`config.mk`:
```
export PLATFORM = sky130hd
export DESIGN_NAME = tile_move_controller
export DESIGN_NICKNAME = d
export VERILOG_FILES = /design/src/rtl/tile_move_controller.sv
export SDC_FILE = /design/constraint.sdc
export NUM_CORES = 1
export LEC_CHECK = 0
export CAP_MARGIN = 15
export CORE_MARGIN = 2
export CORE_UTILIZATION = 50
export DETAILED_ROUTE_END_ITERATION = 7
export GPL_TIMING_DRIVEN = 1
export PLACE_DENSITY = 0.67
export SLEW_MARGIN = 15
export SYNTH_ARGS = -nofsm -noshare
export SYNTH_HDL_FRONTEND = slang
export SYNTH_SLANG_ARGS = --single-unit
export TNS_END_PERCENT = 1
```
`constraint.sdc`:
```
create_clock -name Clk -period 16.95 [get_ports Clk]
set_input_delay 1.695 -clock Clk [delete_from_list [all_inputs] [get_ports Clk]]
set_output_delay 1.695 -clock Clk [all_outputs]
set_load 0.01 [all_outputs]
```
`src/rtl/tile_move_controller.sv`:
```
// rtl/tile_move_controller.sv - tile-grid movement and collision controller
// Accepts one-step moves, checks edges and a blocked-tile bitmap, animates allowed steps on frame ticks.
module tile_move_controller #(
    parameter int COLS      = 20,
    parameter int ROWS      = 15,
    parameter int TILE      = 32,
    parameter int STEP_PX   = 4,
    parameter int ORIGIN_X  = 0,
    parameter int ORIGIN_Y  = 0,
    parameter int START_COL = 5,
    parameter int START_ROW = 5,
    parameter int POS_W     = 10,
    localparam int CW = $clog2(COLS),
    localparam int RW = $clog2(ROWS)
) (
    input  logic             Clk,
    input  logic             Reset_n,
    input  logic             frame_tick,
    input  logic             move_valid,
    input  logic [1:0]       move_dir,
    output logic             move_ready,
    input  logic             warp_valid,
    input  logic [CW-1:0]    warp_col,
    input  logic [RW-1:0]    warp_row,
    input  logic             wall_we,
    input  logic [CW-1:0]    wall_col,
    input  logic [RW-1:0]    wall_row,
    input  logic             wall_wdata,
    output logic [POS_W-1:0] pos_x,
    output logic [POS_W-1:0] pos_y,
    output logic [CW-1:0]    tile_col,
    output logic [RW-1:0]    tile_row,
    output logic [1:0]       facing,
    output logic             moving,
    output logic             bumped,
    output logic             done
);
    localparam int NT = COLS * ROWS;
    localparam int IW = $clog2(NT);
    localparam int OW = $clog2(TILE) + 1;

    typedef enum logic [1:0] {IDLE, CHECK, WALK} state_t;

    state_t           state_q, state_d;
    logic [1:0]       dir_q, dir_d, facing_q, facing_d;
    logic [CW-1:0]    col_q, col_d;
    logic [RW-1:0]    row_q, row_d;
    logic [OW-1:0]    off_q, off_d;
    logic [NT-1:0]    wall_q, wall_d;
    logic [POS_W-1:0] pos_x_q, pos_x_d, pos_y_q, pos_y_d;
    logic             ready_q, ready_d, moving_q, moving_d;
    logic             bumped_q, bumped_d, done_q, done_d;

    int               tgt_col, tgt_row, px, py;
    logic             at_edge, blocked;
    logic [IW-1:0]    tgt_idx, wr_idx;

    // Target tile of the latched direction; the bitmap is only consulted when the target is on the grid.
    always_comb begin
        tgt_col = int'(col_q);
        tgt_row = int'(row_q);
        at_edge = 1'b0;
        case (dir_q)
            2'd0: begin at_edge = (tgt_row == ROWS - 1); tgt_row = tgt_row + 1; end
            2'd1: begin at_edge = (tgt_row == 0);        tgt_row = tgt_row - 1; end
            2'd2: begin at_edge = (tgt_col == 0);        tgt_col = tgt_col - 1; end
            2'd3: begin at_edge = (tgt_col == COLS - 1); tgt_col = tgt_col + 1; end
        endcase
        tgt_idx = IW'(tgt_row * COLS + tgt_col);
        blocked = at_edge ? 1'b1 : wall_q[tgt_idx];
    end

    always_comb begin
        state_d  = state_q;
        dir_d    = dir_q;
        facing_d = facing_q;
        col_d    = col_q;
        row_d    = row_q;
        off_d    = off_q;
        wall_d   = wall_q;
        bumped_d = 1'b0;
        done_d   = 1'b0;

        wr_idx = IW'(int'(wall_row) * COLS + int'(wall_col));
        if (wall_we && int'(wall_col) < COLS && int'(wall_row) < ROWS) begin
            wall_d[wr_idx] = wall_wdata;
        end

        case (state_q)
            IDLE: begin
                if (warp_valid) begin
                    col_d = (int'(warp_col) > COLS - 1) ? CW'(COLS - 1) : warp_col;
                    row_d = (int'(warp_row) > ROWS - 1) ? RW'(ROWS - 1) : warp_row;
                    off_d = '0;
                end else if (move_valid) begin
                    dir_d    = move_dir;
                    facing_d = move_dir;
                    state_d  = CHECK;
                end
            end
            CHECK: begin
                off_d = '0;
                if (blocked) begin
                    bumped_d = 1'b1;
                    state_d  = IDLE;
                end else begin
                    state_d = WALK;
                end
            end
            WALK: begin
                if (frame_tick) begin
                    if (int'(off_q) + STEP_PX >= TILE) begin
                        col_d   = CW'(tgt_col);
                        row_d   = RW'(tgt_row);
                        off_d   = '0;
                        done_d  = 1'b1;
                        state_d = IDLE;
                    end else begin
                        off_d = off_q + OW'(STEP_PX);
                    end
                end
            end
            default: state_d = IDLE;
        endcase

        // Position is computed from next-state values so pos leaves the flop aligned with tile/offset.
        px = ORIGIN_X + int'(col_d) * TILE;
        py = ORIGIN_Y + int'(row_d) * TILE;
        if (state_d == WALK) begin
            case (dir_d)
                2'd0: py = py + int'(off_d);
                2'd1: py = py - int'(off_d);
                2'd2: px = px - int'(off_d);
                2'd3: px = px + int'(off_d);
            endcase
        end
        pos_x_d  = POS_W'(px);
        pos_y_d  = POS_W'(py);
        ready_d  = (state_d == IDLE);
        moving_d = (state_d == WALK);
    end

    always_ff @(posedge Clk or negedge Reset_n) begin
        if (!Reset_n) begin
            state_q  <= IDLE;
            dir_q    <= 2'd0;
            facing_q <= 2'd0;
            col_q    <= CW'(START_COL);
            row_q    <= RW'(START_ROW);
            off_q    <= '0;
            wall_q   <= '0;
            pos_x_q  <= POS_W'(ORIGIN_X + START_COL * TILE);
            pos_y_q  <= POS_W'(ORIGIN_Y + START_ROW * TILE);
            ready_q  <= 1'b1;
            moving_q <= 1'b0;
            bumped_q <= 1'b0;
            done_q   <= 1'b0;
        end else begin
            state_q  <= state_d;
            dir_q    <= dir_d;
            facing_q <= facing_d;
            col_q    <= col_d;
            row_q    <= row_d;
            off_q    <= off_d;
            wall_q   <= wall_d;
            pos_x_q  <= pos_x_d;
            pos_y_q  <= pos_y_d;
            ready_q  <= ready_d;
            moving_q <= moving_d;
            bumped_q <= bumped_d;
            done_q   <= done_d;
        end
    end

    assign move_ready = ready_q;
    assign pos_x      = pos_x_q;
    assign pos_y      = pos_y_q;
    assign tile_col   = col_q;
    assign tile_row   = row_q;
    assign facing     = facing_q;
    assign moving     = moving_q;
    assign bumped     = bumped_q;
    assign done       = done_q;
endmodule

```
After elaboration in Yosys (flattened, before gate mapping). Index checks and enable logic that the tools add are counted.

$add $sub $neg: 12. Multiply operators: 2. Magnitude comparators: 8. Equality and inequality tests: 11. Muxes and demuxes: 41. Bitwise operators: 1. Reduce and logical (&&, ||, !) cells: 10.

Operators with widths (number): $bwmux 300 (1); $pmux 32 s2 (1); $pmux 10 s2 (2); $mul 32x4->7 const B (1); $lt 9x10->1 const B (2); $mux 10 (2); $mux 5 (4); $mux 6 (3); $pmux 6 s3 (1); $pmux 9 s2 (1); $mux 2 (8); $mux 4 (4); $eq 2x2->1 const B (6); $add 10x6->10 (1); $add 9x6->10 (1); $pmux 5 s2 (1); $sub 10x6->10 (1); $sub 9x6->10 (1); $add 9x5->9 (1); $add 9x9->9 (1); $bmux 1 s9 (1); $demux 1 s9 (1); $ge 9x1->1 const B (1); $logic_not 2->1 (4); 24 further kinds (35).

Flip-flop bits (word level): 345. Input port bits: 27. Output and inout port bits: 35. Logic and storage cells: 98.

Depth between registers and ports, before layout.
Depth after elaboration: 11. Gate-level depth with buffers: 24.

Least setup slack after synthesis. OpenSTA, ideal clock, no wires.

Kind: register to register. Start: register dir_q[1]. End: register pos_y_q[5], in the netlist pos_y[5]. Setup time: 0.085 ns. Data arrival time: 5.226 ns. Data required time: 16.865 ns. Path slack: 11.640 ns. Stages on the path, launching flop included: 22. Path buffers: 8. Clock period less this slack: 5.310 ns. Path through: dfrtp_1 buf_2 buf_4 buf_2 buf_2 clkbuf_1 buf_1 buf_1 xnor2_1 ha_1 fa_1 clkbuf_1 nor2_1 nand3_1 a31oi_1 a2111oi_0 a31oi_1 a211oi_2 a211oi_2 o41ai_4 and2_1 mux2_1.

RTL lines: start: declaration (line 45) `logic [1:0] dir_q, dir_d, facing_q, facing_d;`; start signal: assignment (line 160) `dir_q <= dir_d;`; end signal: assignment (line 153) `pos_y_q <= POS_W'(ORIGIN_Y + START_ROW * TILE);`; end signal: assignment (line 167) `pos_y_q <= pos_y_d;`; end: declaration (line 50) `logic [POS_W-1:0] pos_x_q, pos_x_d, pos_y_q, pos_y_d;`.

==> summary.md <==
| Metric | Value |
|---|---|
| Status | `finished, final reports clean` |
| Yosys reg bits | `345` |
| DRT Pass-1 Iters | `7` |
| Detailed Place HPWL | `40.6 mm` |
| Pin count of the biggest net entering global routing | `162` |
| Yosys cell types | `88` |
| Leak | `10.0 nW` |
| Antenna Nets Post-Route | `0` |
| Clock sinks | `345` |
| Sequential fraction of the synthesis area | `42.1%` |
| Req. time, crit path | `17.44 ns` |
| Clock buffer count from CTS | `38` |
| Antenna violations before repair | `1` |
| Remaining DRCs | `0` |
| Maximum vdd ir drop | `0.305 mV` |
| Gr ovfl total | `0` |
| Leading cell type in the layout, fill and taps excluded | `dfrtp_1` |
| Slew headroom | `16.4%` |
| GRT Util Overall | `29.6%` |
| CP delay by family, top | `buffers and inverters` |
| Fmax | `0.129 GHz` |
| DP Cell Count | `2495` |
| Skew final | `0.0184 ns` |
| WHS | `0.493 ns` |
| Sequential cell area | `8650 um2` |
| Starting Density | `50.4%` |
| Most frequent cells in the layout | `dfrtp_1 (334), mux2_2 (310), nor2_1 (274)` |
| TNS Setup | `0 ns` |
| Final setup viols | `0` |
| Worst Setup End Kind | `register` |
| Fill cells | `3541` |
| Worst skew pair latency | `0.57 ns` |
| Die height | `207 um` |
| Type of the most critical hold path | `register to register` |
| Area Growth Syn to Fin | `10.3%` |
| Core Rows | `74` |
| Slowest stage delay, CP | `1.32 ns` |
| Layout cells sized above 1 | `23.3%` |
| Fin crit share | `45.6%` |
| Ordered list of cells on the worst path | `buf_4, inv_1, ha_1, mux2i_1, nor2_1, xor2_1, ha_1, fa_1, clkinv_1, nand2_1, nor4_1, o41ai_1, o32a_1, o221ai_2, o41ai_4, nand2_2, mux2_4` |
| Ys async rst share | `100%` |
| Post-cts hold buffer count | `0` |
| Syn Nets | `2086` |
| H-tree depth | `2` |
| Die W | `207 um` |
| CP bufs+invs | `3` |
| Crit Path Max Fanout | `55` |
| Post-synthesis area per instance | `10.2 um2` |
| Final min period | `7.73 ns` |
| Final WL | `61.8 mm` |
| Slew Limit Fails | `0` |
| Port bufs | `61` |
| Via density | `6.28` |
| Final worst slack | `9.22 ns` |
| Vias in the first global route | `16.3k` |
| Mapped cell area | `20500 um2` |
| Area of the die | `42700 um2` |
| Global-route wire length before repair | `96.3 mm` |
| CTS tree | `built` |
| I/O pin count | `62` |
| Setup WS pre-CTS | `9.49 ns` |
| Cell mode on critical path | `ha_1` |
| Pwr per Cell Area | `206 nW/um2` |
| Clock Path Buffers | `3` |
| Post-route insts no fill | `2563` |
| Nets | `2068` |
| Worst Tran Pin Value | `1.25 ns` |
| Startpoint types | `register` |
| Critical path class | `register to register` |
| Max-cap violation count | `0` |
| Post-synth top flop | `dfrtp_1` |
| CP arrival | `8.22 ns` |
| Tot Pwr | `4.66 mW` |
| Hold Fails Final Rpt | `0` |
| RePlAce Congestion | `0.962` |
| Post-CTS Setup Inserts | `0` |
| Multi-input combinational cell area | `11100 um2` |
| CORE AREA | `40700 um2` |
| Via count | `16.1k` |
| Post-cts sizing count | `0` |
| Post-synth EDFFs | `0` |
| Unrepaired setup endpoints after global routing | `no` |
| Root Buffer | `clkbuf_16` |
| Clock-pin transition on the worst setup and hold timing paths | `0.06 ns` |
| Worst path slowest cell | `fa_1` |
| Yosys warning count | `0` |
| Synth Instances | `2021` |
| Wire per inst | `24.1 um` |
| Initial DRC count | `1475` |
-- cells by family after synthesis --
family	synth area share (%)
and+or+nand+nor	14.7
muxes	25.9
DFF	42.1
AOI/OAI and AO/OA	8.88
buffers and inverters	4.02
xor gates and xnor gates	1.95
adders and majority gates	2.46
-- cells in the mapped netlist, drive strengths merged, types with 37 or more instances --
library cell  number  share of area (%)
nand3             50                1.2
inv               37               0.68
dfrtp            336                 41
nand2            271                5.0
mux2             313                 17
nor2             276                5.0
o21ai             49                1.2
clkbuf            96                1.8
mux2i             89                4.3
mux4              40                4.4
a21oi             59                1.5
buf               50                1.5
-- where the power goes --
part	leakage, nW	switching (mW)	total, mW	internal (mW)
clock	0.602	0.351	0.836	0.484
sequential	4.73	0.109	1.03	0.918
combinational	4.72	1.84	2.80	0.959
-- through the flow --
| stage | util (%) | cell area, um2 |
|---|---|---|
| after floorplan | - | 20500 |
| after global placement | 52.5 | 21400 |
| after detailed placement | 52.5 | 21400 |
| after CTS | 55.6 | 22600 |
| after global routing | 55.6 | 22700 |
| final | 55.6 | 22700 |
-- worst register-to-register path, stage by stage (launching register included) --
cell and delay, ns:
dfrtp_4 0.53, buf_4 0.69, inv_1 0.38, ha_1 0.30, mux2i_1 0.13, nor2_1 0.07, xor2_1 0.19, ha_1 0.23
fa_1 1.32, clkinv_1 0.84, nand2_1 0.46, nor4_1 0.11, o41ai_1 0.41, o32a_1 0.21, o221ai_2 0.14, o41ai_4 1.02
nand2_2 0.26, mux2_4 0.36
-- worst paths after layout --
kind | cells past startpoint | from | to | slack [ns]
worst max-delay path | 17 | tile_col[1]$_DFF_PN0_ | pos_x[5]$_DFF_PN1_ | 9.22
worst min-delay path | 2 | facing[0]$_DFFE_PN0P_ | facing[0]$_DFFE_PN0P_ | 0.49
worst max register to register | 17 | tile_col[1]$_DFF_PN0_ | pos_x[5]$_DFF_PN1_ | 9.22
worst min register to register | 2 | facing[0]$_DFFE_PN0P_ | facing[0]$_DFFE_PN0P_ | 0.49
max in group asynchronous | 2 | Reset_n | wall_q[141]$_DFFE_PN0P_ | 14.25
min in group asynchronous | 1 | Reset_n | wall_q[45]$_DFFE_PN0P_ | 1.23
-- metal layers --
| layer | track usage (%) | vias to the layer above | wire length, um |
|---|---|---|---|
| met1 | 39.2 | 8096 | 25400 |
| met3 | 5.87 | 198 | 4900 |
| met2 | 46.5 | 677 | 28400 |
| met4 | 14.7 | 0 | 3060 |
| met5 | 0 | - | 0 |
| li1 | - | 7122 | - |
-- cell type report --
| cell class | instances | share of cell area, % |
|---|---|---|
| Multi-Input combinational cell | 1490 | 49.0 |
| Clock buffer | 60 | 5.10 |
| Antenna cell | 1 | 0.0110 |
| Inverter | 40 | 0.663 |
| Sequential cell | 345 | 38.2 |
| Clock inverter | 7 | 0.403 |
| Timing Repair Buffer | 88 | 3.67 |
| Tap cell | 532 | 2.94 |
-- registers in the layout, summed over array words and instances, names as in the netlist --
| name | flops |
|---|---|
| wall_q | 300 |
| pos_x | 10 |
| pos_y | 10 |
| off_q | 6 |
| tile_col | 5 |
| tile_row | 4 |
| dir_q | 2 |
| facing | 2 |
| state_q | 2 |
| bumped | 1 |
| done | 1 |
| move_ready | 1 |
| moving | 1 |
(Power assumes the default switching activity.)
